<file path="src/rtl/sipo_deser.sv">
// sipo_deser: LSB-first serial-in/parallel-out deserializer with a one-word valid/ready holding register.
// Define PARITY_SIPO_EN to append an even-parity bit to every frame.
module sipo_deser #(
  parameter int DATA_WIDTH = 16
) (
  input  logic                  clk,
  input  logic                  resetn,
  input  logic                  din,
  input  logic                  din_valid,
  input  logic                  flush,
  output logic [DATA_WIDTH-1:0] dout,
  output logic                  dout_valid,
  input  logic                  dout_ready,
  output logic                  overflow,
  output logic                  parity_err
);
`ifdef PARITY_SIPO_EN
  localparam int FRAME = DATA_WIDTH + 1;
`else
  localparam int FRAME = DATA_WIDTH;
`endif
  localparam int CW = $clog2(FRAME);
  logic [DATA_WIDTH-1:0] sr, sr_nxt, word;
  logic [CW-1:0] cnt;
  logic accept, last, par_ok, done, free;
  always_comb begin
    accept = din_valid && !flush;
    last   = accept && cnt == CW'(FRAME - 1);
    free   = !dout_valid || dout_ready;
`ifdef PARITY_SIPO_EN
    // the parity bit is checked against sr but never shifted into it
    sr_nxt = (accept && cnt != CW'(DATA_WIDTH)) ? {din, sr[DATA_WIDTH-1:1]} : sr;
    word   = sr;
    par_ok = ~(^sr ^ din);
`else
    sr_nxt = accept ? {din, sr[DATA_WIDTH-1:1]} : sr;
    word   = sr_nxt;
    par_ok = 1'b1;
`endif
    done = last && par_ok;
  end
  always_ff @(posedge clk or negedge resetn) begin
    if (!resetn) begin
      sr         <= '0;
      cnt        <= '0;
      dout       <= '0;
      dout_valid <= 1'b0;
      overflow   <= 1'b0;
      parity_err <= 1'b0;
    end else begin
      sr         <= sr_nxt;
      cnt        <= (flush || last) ? '0 : accept ? cnt + CW'(1) : cnt;
      overflow   <= done && !free;
      parity_err <= last && !par_ok;
      if (done && free) begin
        dout       <= word;
        dout_valid <= 1'b1;
      end else if (dout_valid && dout_ready) begin
        dout_valid <= 1'b0;
      end
    end
  end
endmodule
</file>
<file path="config.mk">
export PLATFORM = sky130hd
export DESIGN_NAME = sipo_deser
export DESIGN_NICKNAME = d
export VERILOG_FILES = /design/src/rtl/sipo_deser.sv
export SDC_FILE = /design/constraint.sdc
export NUM_CORES = 1
export LEC_CHECK = 0
export CORE_MARGIN = 3
export CORE_UTILIZATION = 25
export DETAILED_ROUTE_END_ITERATION = 10
export PLACE_DENSITY_LB_ADDON = 0.25
export SLEW_MARGIN = 40
export SYNTH_ARGS = -nofsm -noshare
export SYNTH_HDL_FRONTEND = slang
export SYNTH_SLANG_ARGS = --single-unit
</file>
<file path="constraint.sdc">
create_clock -name clk -period 4.9 [get_ports clk]
set_input_delay 0.49 -clock clk [delete_from_list [all_inputs] [get_ports clk]]
set_output_delay 0.49 -clock clk [all_outputs]
set_load 0.1 [all_outputs]
</file>
# Word-level counts from Yosys, hierarchy flattened
# Cells that the tools add are included.
# op_classes
add_sub_neg	1
n_eq_ne	1
n_mux	5
reduce_logical	12
# ops
op	n
two-way mux 16 bit	1
two-way mux 4 bit	2
logical AND 1 bit	5
adder 4 x 1 -> 4 bit, second input constant	1
== test 4 bit, second input constant	1
nonzero test 2 bit	2
logical NOT 1 bit	3
logical OR 1 bit	2
two-way mux 1 bit	2
# totals
register_bits	38
inputBits	6
output_inout_bits	19
wordCells	24

# Logic depth before layout (Yosys ltp)
# depth
word_depth	5
ltp_mapped	5
mapped_depth_nobuf	4

# Least setup slack after synthesis
# OpenSTA, ideal clock, no wires.
# synth_path
path_kind	reg2reg
start	register dout_valid
end	register dout[10]
setup_time_ps	125
t_arrival_ps	1898
t_required_ps	4775
setup_slack_ps	2876
path_stages_with_launch	5
n_path_buf	1
path_cell_list	dfrtp_1 -> nand2b_1 -> nor4b_4 -> buf_6 -> mux2_2
# synth_between
elab_chain_cells	3
# synth_lines
item	line	text
from (decl)	12	output logic dout_valid,
from (signal assigned)	47	dout_valid <= 1'b0;
from (signal assigned)	57	dout_valid <= 1'b1;
from (signal assigned)	59	dout_valid <= 1'b0;
logical NOT 1 bit	29	free = !dout_valid || dout_ready;
logical OR 1 bit	29	
logical AND 1 bit	55	if (done && free) begin
to (signal assigned)	56	dout <= word;
to (decl)	11	output logic [DATA_WIDTH-1:0] dout,
# Every way passes these cells.
# A chain may end at the register's enable or synchronous reset.

# Worst setup path after layout
# layout_path
start	input port din_valid
end	register dout[6]
# layout_between
elab_chain_cells	3
word_cells_on_any_way	4
# layout_lines
item	line	text
from (decl)	9	input logic din_valid,
logical AND 1 bit (*)	27	accept = din_valid && !flush;
logical AND 1 bit	28	last = accept && cnt == CW'(FRAME - 1);
logical AND 1 bit	55	
# Every way passes the cells marked *; elsewhere a longest branch is shown, timed or not.

==> flow_metrics.env <==
export IMPL_skew_ns=0.005128
export IMPL_hold_buffers=0
export IMPL_cts_sinks=38
export IMPL_syn_nets=106
export IMPL_io_pin_count=25
export IMPL_grt_pass1_vias=903
export IMPL_syn_area_per_cell_sq_um=15.22
export IMPL_cts_tree="done"
export IMPL_areaGrowthSynthToFinish_pct=21.43
export IMPL_rows=27
export IMPL_ys_warnings_count=0
export IMPL_final_min_clock_period_ns=2.211
export IMPL_cp_end_kind="flip-flop"
export IMPL_peakVddDrop_v=0.0001258
export IMPL_setup_slack_ns=2.689
export IMPL_cts_buffers=5
export IMPL_grt_usage_pct=8.004
export IMPL_synth_cells=99
export IMPL_cts_resized_gates=0
export IMPL_gr_total_overflow=0
export IMPL_antenna_left=0
export IMPL_setup_viol_count_final=0
export IMPL_ys_seq_elements=38
export IMPL_diodes=0
export IMPL_hold_violations=0
export IMPL_finalMaxSlewViolations=0
export IMPL_place_gp_congestion=0.7875
export IMPL_drt_iter0_drc=26
export IMPL_synth_top_cell_area_share_pct=63.12
export IMPL_cts_max_level=2
export IMPL_synth_cell_types=20
export IMPL_required_ns=5.08
export IMPL_path_max_fanout=7
export IMPL_place_hpwl_mm=1.813
export IMPL_finalCritPeriodShare_pct=45.12
export IMPL_dp_slack_ns=2.229
export IMPL_fp_dieH_um=83.63
export IMPL_worstSetupPathType="in -> reg"
export IMPL_nNetsFinal=134
export IMPL_dr_pass1_iters=4
export IMPL_ys_top_cells_by_area="dfrtp_1 (63%), mux2_2 (24%), nor4b_4 (1.6%)"
export IMPL_max_freq_mhz=452.3
export IMPL_min_path_type="in -> async"
export IMPL_die_w_um=83.63
export IMPL_startpoint_type="input pin"
export IMPL_synth_largest_area_cell="dfrtp_1"
export IMPL_numPortBuffers=23
export IMPL_num_vias=854
export IMPL_wl_per_cell_um=12.96
export IMPL_crit_arrival_ns=2.39
export IMPL_insertion_delay_ns=0.29
export IMPL_drc_errors=0
export IMPL_dieArea_sq_um=6993
export IMPL_power_density_nw_per_um2=412.0
export IMPL_status="finished clean"
export IMPL_ys_seq_area_share_pct=63.12
export IMPL_drv_cap=0
export IMPL_clockBufferDepth=2
export IMPL_clk_pin_slew_ns=0.07
export IMPL_core_area_sq_um=5675
export IMPL_routed_wl_mm=2.580
export IMPL_power_static_leakage_nw=0.9122
export IMPL_cts_root_buf="clkbuf_8"
export IMPL_post_cts_buffers=0
export IMPL_grt_pass1_wl_mm=4.305
export IMPL_drive_gt1_share_pct=49.61
export IMPL_setup_tns_ns=0
export IMPL_grt_max_degree=39
export IMPL_synth_cell_area_sq_um=1506
export IMPL_vias_per_cell=4.291
export IMPL_rsz0062_at_grt="no"
export IMPL_holdWs_ns=0.1589
export IMPL_antenna_found_initial=0
export IMPL_start_util_pct=26.54
## synth_stat cells
library cell   n
nand3_1        1
a21oi_1        3
o21ai_0        1
or3_1          2
conb_1         1
buf_4          1
dfrtp_1       38
mux2_2        32
nor3_1         1
nor4b_4        1
nor2_1         3
nand2_1        4
nand2_2        1
xor2_1         1
mux2i_1        1
nand2b_1       3
buf_2          1
buf_6          2
nand3b_1       1
ha_1           1
## worst paths after layout
check	cells past startpoint	from	slack [ns]	to
max	6	din_valid	2.69	dout[6]
min	1	resetn	0.16	sr[4]
max reg2reg	6	cnt[0]	2.89	dout[6]
min reg2reg	1	sr[0]	0.50	sr[0]
max in group asynchronous	1	resetn	4.41	dout_valid
min in group clk	1	sr[0]	0.50	sr[0]
## through the flow
step | power [W] | cell area (sq um) | util (%) | std cells
3_5_place_dp | 0.0004940 | 1712 | 30.16 | 192
3_3_place_gp | 0.0004873 | 1787 | 31.48 | 190
6_report | 0.0007536 | 1829 | 32.23 | 199
2_1_floorplan | 0.0004640 | 1506 | - | 99
5_1_grt | 0.0007949 | 1829 | 32.23 | 199
4_1_cts | 0.0007647 | 1824 | 32.14 | 199
## sequential cells by signal, summed over array words and instances (netlist names)
| name | cells |
|---|---|
| sr | 16 |
| overflow | 1 |
| dout_valid | 1 |
| dout | 16 |
| cnt | 4 |
## final cells by class
cell class              instances  area (sq um)
fillers                       583          3846
flip-flops and latches         38         950.9
multi-input cells              57         523.0
repair buffers                 25         152.6
well taps                      72         90.09
clock buffers                   6         82.58
clock inverters                 1         30.03
## report_power, final
part / internal, W / total, W / switching (W)
Sequential: 0.000370 / 0.000396 / 0.0000263
Combinational: 0.0000502 / 0.0000901 / 0.0000399
Clock: 0.000163 / 0.000268 / 0.000105
## cell families (layout without fill, tap and decap cells)
family	after synthesis	in the layout	synth area share, %
flops	38	38	63.12
mux	33	33	24.59
simple gates	17	17	6.976
compound gates	4	4	1.328
buf+inv	4	32	2.325
fa+ha+maj	1	1	0.8304
other cells	1	1	0.2489
xor+xnor	1	1	0.5815
## worst max-delay path, cell delays in order
cell and delay [ns]:
clkdlybuf4s50_1 0.61, nand2_2 0.14, nor4b_4 0.40, buf_4 0.24, buf_4 0.17, mux2_2 0.34
## placed cells by master, fill, tap and decap left out
cell             instances
o21ai_0                  1
mux2i_1                  1
a21oi_1                  3
clkbuf_8                 6
dfrtp_1                 38
nor4b_4                  1
buf_2                   18
conb_1                   1
xor2_1                   1
mux2_2                  32
nor3_1                   1
nand2_1                  4
nand2b_1                 2
nor2_1                   3
nand3_1                  1
nand2b_2                 1
buf_4                    3
ha_1                     1
nand3b_1                 1
nand2_2                  1
bufinv_16                1
clkdlybuf4s50_1          4
or3_1                    2
## routing by layer
metal  routed length, um  GRT usage [%]  share of wire (%)  up-vias
li1                    -              -                  -      395
met1                1163          9.057                 45      432
met2                1200          12.15                 47       22
met3                 139          3.554                5.4        5
met4                  77          5.263                3.0        0
met5                   0              0                  0        -
Note: power is estimated with default switching activity, not from simulation.
